<file path="src/rtl/bus_owner_arbiter_if.sv">
// Bus-owner handshake bundle between the requesting sources and the arbiter
// that drives the tri-state mux select.
interface bus_owner_arbiter_if;
  logic [2:0] req;
  logic [2:0] sel;
  logic [2:0] gnt;
  logic       bus_idle;

  // Arbiter side: samples requests, drives select/grant/idle.
  modport master (
    input  req,
    output sel,
    output gnt,
    output bus_idle
  );

  // Source/mux side: raises requests, observes the owner.
  modport slave (
    output req,
    input  sel,
    input  gnt,
    input  bus_idle
  );
endinterface

</file>
<file path="src/rtl/bus_owner_arbiter.sv">
// Round-robin owner arbiter for a 3-source tri-state bus mux.
// Drives a registered 3-bit select code and a one-hot grant, inserts
// GUARD_CYC all-off cycles between two different owners so that two bufif1
// drivers never overlap, and caps a grant at MAX_HOLD cycles while another
// source is waiting.
module bus_owner_arbiter #(
  parameter int unsigned MAX_HOLD  = 8,  // 2..255
  parameter int unsigned GUARD_CYC = 1   // 1..15
) (
  input  logic                 clk,
  input  logic                 rst_n,
  bus_owner_arbiter_if.master  bus
);

  typedef enum logic [1:0] {
    ST_IDLE  = 2'd0,
    ST_OWN   = 2'd1,
    ST_GUARD = 2'd2
  } state_t;

  localparam logic [7:0] MAX_HOLD_C  = MAX_HOLD[7:0];
  localparam logic [3:0] GUARD_CYC_C = GUARD_CYC[3:0];

  state_t     state_q,     state_d;
  logic [1:0] owner_q,     owner_d;
  logic [1:0] rr_ptr_q,    rr_ptr_d;
  logic [7:0] hold_cnt_q,  hold_cnt_d;
  logic [3:0] guard_cnt_q, guard_cnt_d;
  logic [2:0] sel_q,       sel_d;
  logic [2:0] gnt_q,       gnt_d;
  logic       bus_idle_q,  bus_idle_d;

  logic       win_vld;
  logic [1:0] win_idx;
  logic [2:0] owner_mask;
  logic       owner_req;
  logic       other_req;

  // Next index in round-robin order (mod 3).
  function automatic logic [1:0] rr_next(input logic [1:0] idx);
    return (idx == 2'd2) ? 2'd0 : idx + 2'd1;
  endfunction

  // Select code for an owner: 0->001, 1->010, 2->011; sel[2] is never set.
  function automatic logic [2:0] sel_code(input logic [1:0] idx);
    return {1'b0, idx + 2'd1};
  endfunction

  // One-hot grant for an owner.
  function automatic logic [2:0] gnt_code(input logic [1:0] idx);
    return 3'b001 << idx;
  endfunction

  // First asserted request starting at ptr and walking ptr, ptr+1, ptr+2.
  function automatic logic [2:0] rr_pick(input logic [2:0] r, input logic [1:0] ptr);
    logic       found;
    logic [1:0] idx;
    logic [1:0] cand;
    found = 1'b0;
    idx   = 2'd0;
    cand  = ptr;
    for (int k = 0; k < 3; k++) begin
      if (!found && r[cand]) begin
        found = 1'b1;
        idx   = cand;
      end
      cand = rr_next(cand);
    end
    return {found, idx};
  endfunction

  assign {win_vld, win_idx} = rr_pick(bus.req, rr_ptr_q);
  assign owner_mask         = gnt_code(owner_q);
  assign owner_req          = |(bus.req & owner_mask);
  assign other_req          = |(bus.req & ~owner_mask);

  // Next-state logic: arbitration, hold capping and guard sequencing.
  always_comb begin
    state_d     = state_q;
    owner_d     = owner_q;
    rr_ptr_d    = rr_ptr_q;
    hold_cnt_d  = hold_cnt_q;
    guard_cnt_d = guard_cnt_q;
    sel_d       = sel_q;
    gnt_d       = gnt_q;

    case (state_q)
      ST_IDLE: begin
        // Bus already floats, so a winner is granted without a guard gap.
        if (win_vld) begin
          state_d    = ST_OWN;
          owner_d    = win_idx;
          rr_ptr_d   = rr_next(win_idx);
          hold_cnt_d = 8'd1;
          sel_d      = sel_code(win_idx);
          gnt_d      = gnt_code(win_idx);
        end
      end

      ST_OWN: begin
        if (!owner_req || (hold_cnt_q == MAX_HOLD_C && other_req)) begin
          // Release (voluntary or forced rotation): float the bus first.
          state_d     = ST_GUARD;
          guard_cnt_d = 4'd1;
          hold_cnt_d  = 8'd0;
          sel_d       = 3'b000;
          gnt_d       = 3'b000;
        end else if (hold_cnt_q == MAX_HOLD_C) begin
          // Nobody else waiting: keep the owner and restart the window.
          hold_cnt_d = 8'd1;
        end else begin
          hold_cnt_d = hold_cnt_q + 8'd1;
        end
      end

      ST_GUARD: begin
        // Requests are only looked at on the final guard edge.
        if (guard_cnt_q >= GUARD_CYC_C) begin
          guard_cnt_d = 4'd0;
          if (win_vld) begin
            state_d    = ST_OWN;
            owner_d    = win_idx;
            rr_ptr_d   = rr_next(win_idx);
            hold_cnt_d = 8'd1;
            sel_d      = sel_code(win_idx);
            gnt_d      = gnt_code(win_idx);
          end else begin
            state_d = ST_IDLE;
            sel_d   = 3'b000;
            gnt_d   = 3'b000;
          end
        end else begin
          guard_cnt_d = guard_cnt_q + 4'd1;
        end
      end

      default: begin
        state_d     = ST_IDLE;
        hold_cnt_d  = 8'd0;
        guard_cnt_d = 4'd0;
        sel_d       = 3'b000;
        gnt_d       = 3'b000;
      end
    endcase

    bus_idle_d = (state_d == ST_IDLE);
  end

  // State and output registers; reset floats the bus immediately.
  always_ff @(posedge clk or negedge rst_n) begin
    if (!rst_n) begin
      state_q     <= ST_IDLE;
      owner_q     <= 2'd0;
      rr_ptr_q    <= 2'd0;
      hold_cnt_q  <= 8'd0;
      guard_cnt_q <= 4'd0;
      sel_q       <= 3'b000;
      gnt_q       <= 3'b000;
      bus_idle_q  <= 1'b1;
    end else begin
      state_q     <= state_d;
      owner_q     <= owner_d;
      rr_ptr_q    <= rr_ptr_d;
      hold_cnt_q  <= hold_cnt_d;
      guard_cnt_q <= guard_cnt_d;
      sel_q       <= sel_d;
      gnt_q       <= gnt_d;
      bus_idle_q  <= bus_idle_d;
    end
  end

  assign bus.sel      = sel_q;
  assign bus.gnt      = gnt_q;
  assign bus.bus_idle = bus_idle_q;

endmodule

</file>
<file path="src/flat_wrapper.sv">
// flat-port wrapper written by rule: the top's interface ports become plain ports
module bus_owner_arbiter_flat 
#(
  parameter int unsigned MAX_HOLD  = 8,           
  parameter int unsigned GUARD_CYC = 1           
)
  (clk, rst_n, bus_req, bus_sel, bus_gnt, bus_bus_idle);
  bus_owner_arbiter_if bus_i ();
  input  logic clk;
  input  logic rst_n;
  input wire logic [$bits(bus_i.req)-1:0] bus_req;
  output wire logic [$bits(bus_i.sel)-1:0] bus_sel;
  output wire logic [$bits(bus_i.gnt)-1:0] bus_gnt;
  output wire logic [$bits(bus_i.bus_idle)-1:0] bus_bus_idle;
  assign bus_i.req = bus_req;
  assign bus_sel = bus_i.sel;
  assign bus_gnt = bus_i.gnt;
  assign bus_bus_idle = bus_i.bus_idle;
  bus_owner_arbiter #(.MAX_HOLD(MAX_HOLD), .GUARD_CYC(GUARD_CYC)) u_core (.clk(clk), .rst_n(rst_n), .bus(bus_i));
endmodule
</file>
<file path="config.mk">
export PLATFORM = sky130hd
export DESIGN_NAME = bus_owner_arbiter_flat
export DESIGN_NICKNAME = d
export VERILOG_FILES = /design/src/rtl/bus_owner_arbiter_if.sv /design/src/rtl/bus_owner_arbiter.sv /design/src/flat_wrapper.sv
export SDC_FILE = /design/constraint.sdc
export NUM_CORES = 1
export LEC_CHECK = 0
export CORE_UTILIZATION = 52
export DETAILED_ROUTE_END_ITERATION = 8
export PLACE_DENSITY = 0.77
export SLEW_MARGIN = 20
export SYNTH_ARGS = -nofsm -noshare
export SYNTH_HDL_FRONTEND = slang
export SYNTH_SLANG_ARGS = --single-unit
</file>
<file path="constraint.sdc">
create_clock -name clk -period 2 [get_ports clk]
set_clock_uncertainty 0.15 [all_clocks]
set_input_delay 0.6 -clock clk [delete_from_list [all_inputs] [get_ports clk]]
set_output_delay 0.6 -clock clk [all_outputs]
set_load 0.05 [all_outputs]
</file>
==> results.yml, run 1 <==
clocking:
  h-tree-depth: 1
  postCtsHoldBufs: 0
  cts_sinks: 24
  clkTransAtPathRegs_ns: 0.13
  numCtsBuffers: 3
  cts_root_buf: "clkbuf_4"
  clk_path_buf_depth: 2
  cts_tree: "done"
  clock_latency_ns: 0.32
place:
  gp_congestion: 0.864
  dpl.hpwl_mm: 2.88
  port_buffers: 10
timing:
  hold_viol: 0
  finalSetupTns_ns: -0.0189
  finalCritPeriodShare_pct: 101
  rsz0062_at_grt: "yes"
  fin_crit_ns: 2.02
  slew_violations: 0
  final-setup-viol-count: 1
  setup_ws_ns: -0.0189
  timing.fmax_mhz: 495
yosys:
  yosys_warnings: 0
  syn_area_um2: 1680
  yosys.area.top_type_share_pct: 34.4
  synth_fp_nets: 183
  yosys.cell_types.count: 50
  synth.area.top_cells: "dfrtp_1, ha_1, mux2i_1, inv_1, mux2_1"
  synth_edf_count: 0
  ys_seq_elements: 24
  synth-seq-area-share_pct: 35.9
  syn_avg_cell_area_um2: 10.2
  syn_inst: 164
  synth-main-ff-cell: "dfrtp_1"
  synth_area_leader_cell: "dfrtp_1"
  async_flop_share_pct: 100
layout:
  final_common_cell: "buf_4"
  fin_util_pct: 71.8
  regArea_um2: 602
  syn_to_final_growth_pct: 30.8
  n_antenna_cell: 0
  drive_gt1_share_pct: 36.1
  mostFrequentLayoutCells: "buf_4, dfrtp_1, inv_1, ha_1"
  nFillCells: 240
  finalNetCount: 228
  multi_input_area_um2: 1030
run_status:
  status: "finished with violations"
  violations: "negative setup slack"
grt:
  grt_pass1_vias: 1440
  grtUsageTotal_pct: 24.4
  overflow: 0
  antenna_found_initial: 0
  grt_first_pass_wirelength_mm: 6.44
  grt_max_degree: 25
setup_path:
  endpoint_kind: "flip-flop"
  criticalPathCategory: "reg -> reg"
  required_ns: 2.11
  start_kind: "flip-flop"
  cp.arrival_ns: 2.13
  path_max_fanout: 3
drt:
  avgViaCountPerCell: 5.58
  vias: 1407
  ant_nets: 0
  wirelength_mm: 3.72
  routedWlPerCell_um: 14.8
  drt_iter0_markers: 72
  firstDrtPassIters: 4
  drc: 0
die:
  die_h_um: 58.8
  dieWidth_um: 58.8
  coreArea_um2: 3050
  num_io_pins: 12
  rows: 20
  start_util_pct: 54.9
  die_area_um2: 3450
pwr:
  p_leak_nw: 1.01
  power.total_w: 0.00291
  vdd_drop_max_mv: 1.04
  power_density_nw_per_um2: 1330
min_path:
  hold_path.class: "reg -> reg"
job:
  drv_cap: 0
## worst max-delay path, cell delays in order (launching register included)
cell and delay (ns):
dfrtp_1 0.44, ha_2 0.22, or4b_4 0.56, a31oi_2 0.18, a211oi_2 0.08, o32a_1 0.33
## layout make-up
| type | instances | area share (%) |
|---|---|---|
| timing repair buffer | 45 | 18.4 |
| inverter | 17 | 2.91 |
| sequential | 24 | 27.5 |
| clock buffer | 4 | 1.66 |
| multi-input combinational | 118 | 47.1 |
| tap | 44 | 2.51 |
## flip-flops by register name, summed over array words and instances, names as in the netlist
| register | cells |
|---|---|
| u_core.rr_ptr_q | 2 |
| u_core.guard_cnt_q | 4 |
| u_core.bus.gnt | 3 |
| u_core.owner_q | 2 |
| u_core.bus.sel | 2 |
| u_core.state_q | 2 |
| u_core.bus.bus_idle | 1 |
| u_core.hold_cnt_q | 8 |
## repair_timing
action	4_1_cts	5_1_grt
setup endpoints to repair	24	16
gates resized for setup	9	11
buffers inserted	0	1
cloned	0	0
pin swaps	2	4
## kinds of logic (layout without fill, tap and decap cells)
| kind of cell | after synthesis | after routing | synth area share (%) |
|---|---|---|---|
| and+or+nand+nor | 46 | 46 | 17.9 |
| other | 1 | 1 | 0.224 |
| DFF | 24 | 24 | 35.9 |
| buffers and inverters | 22 | 66 | 5.30 |
| AOI/OAI and AO/OA | 44 | 44 | 22.1 |
| adders and majority gates | 14 | 14 | 10.5 |
| muxes | 13 | 13 | 8.14 |
## final timing paths
path                                                   start                            end  slack (ns)  depth (start not counted)
max                        u_core.guard_cnt_q[0]$_DFFE_PN0P_  u_core.bus.bus_idle$_DFF_PN1_       -0.02                          5
min                            u_core.bus.gnt[1]$_DFFE_PN0P_  u_core.bus.gnt[1]$_DFFE_PN0P_        0.39                          2
max reg2reg                u_core.guard_cnt_q[0]$_DFFE_PN0P_  u_core.bus.bus_idle$_DFF_PN1_       -0.02                          5
min reg2reg                    u_core.bus.gnt[1]$_DFFE_PN0P_  u_core.bus.gnt[1]$_DFFE_PN0P_        0.39                          2
max in group asynchronous                              rst_n  u_core.bus.bus_idle$_DFF_PN1_        0.94                          2
min in group asynchronous                              rst_n  u_core.owner_q[1]$_DFFE_PN0P_        0.47                          2
## power by group
part           switching, W  leakage, nW  internal (W)
Combinational      0.000982        0.672      0.000918
Clock              0.000149       0.0210      0.000111
Sequential         0.000117        0.316      0.000630
Total               0.00125         1.01       0.00166
## metal layers
metal / up-vias / share of wire, % / GRT usage (%)
met5: - / 0 / 0
met4: 0 / 0.91 / 8.50
met3: 4 / 3.1 / 3.08
met2: 28 / 49 / 39.8
met1: 685 / 47 / 33.4
li1: 690 / - / -
## per-stage QoR
| stage | worst slack (ns) | hold WS (ns) | instances | instance area, um2 |
|---|---|---|---|---|
| after floorplan | 0.0249 | 0.154 | 164 | 1680 |
| after global placement | -0.465 | 0.358 | 247 | 2110 |
| after detailed placement | -0.543 | 0.375 | 247 | 2110 |
| after CTS | 0.0130 | 0.394 | 251 | 2160 |
| after global routing | -0.0476 | 0.450 | 252 | 2190 |
| final | -0.0189 | 0.388 | 252 | 2190 |
## cells in the mapped netlist, drive strengths merged (5+ instances only)
| cell | n |
|---|---|
| a21oi | 11 |
| dfrtp | 23 |
| ha | 14 |
| inv | 17 |
| mux2 | 5 |
| mux2i | 8 |
| nand2 | 7 |
| nand3 | 8 |
| nand4 | 6 |
| o211ai | 7 |
| o21ai | 9 |
Note: power is estimated with default switching activity, not from simulation.
==> inputs of run 2 (changes only) <==
--- a/config.mk
+++ b/config.mk
@@ -6,6 +6,7 @@
 export NUM_CORES = 1
 export LEC_CHECK = 0
 export CORE_UTILIZATION = 52
+export CTS_CLUSTER_SIZE = 12
 export DETAILED_ROUTE_END_ITERATION = 8
 export PLACE_DENSITY = 0.77
 export SLEW_MARGIN = 20
==> results of run 2 <==
The final DEF is identical to that of run 1; final timing and power are the same.
==> inputs of run 3 (changes only) <==
--- a/config.mk
+++ b/config.mk
@@ -5,6 +5,7 @@
 export SDC_FILE = /design/constraint.sdc
 export NUM_CORES = 1
 export LEC_CHECK = 0
+export CAP_MARGIN = 20
 export CORE_UTILIZATION = 52
 export CTS_CLUSTER_SIZE = 12
 export DETAILED_ROUTE_END_ITERATION = 8
==> results of run 3 <==
The final DEF is identical to that of run 1; final timing and power are the same.
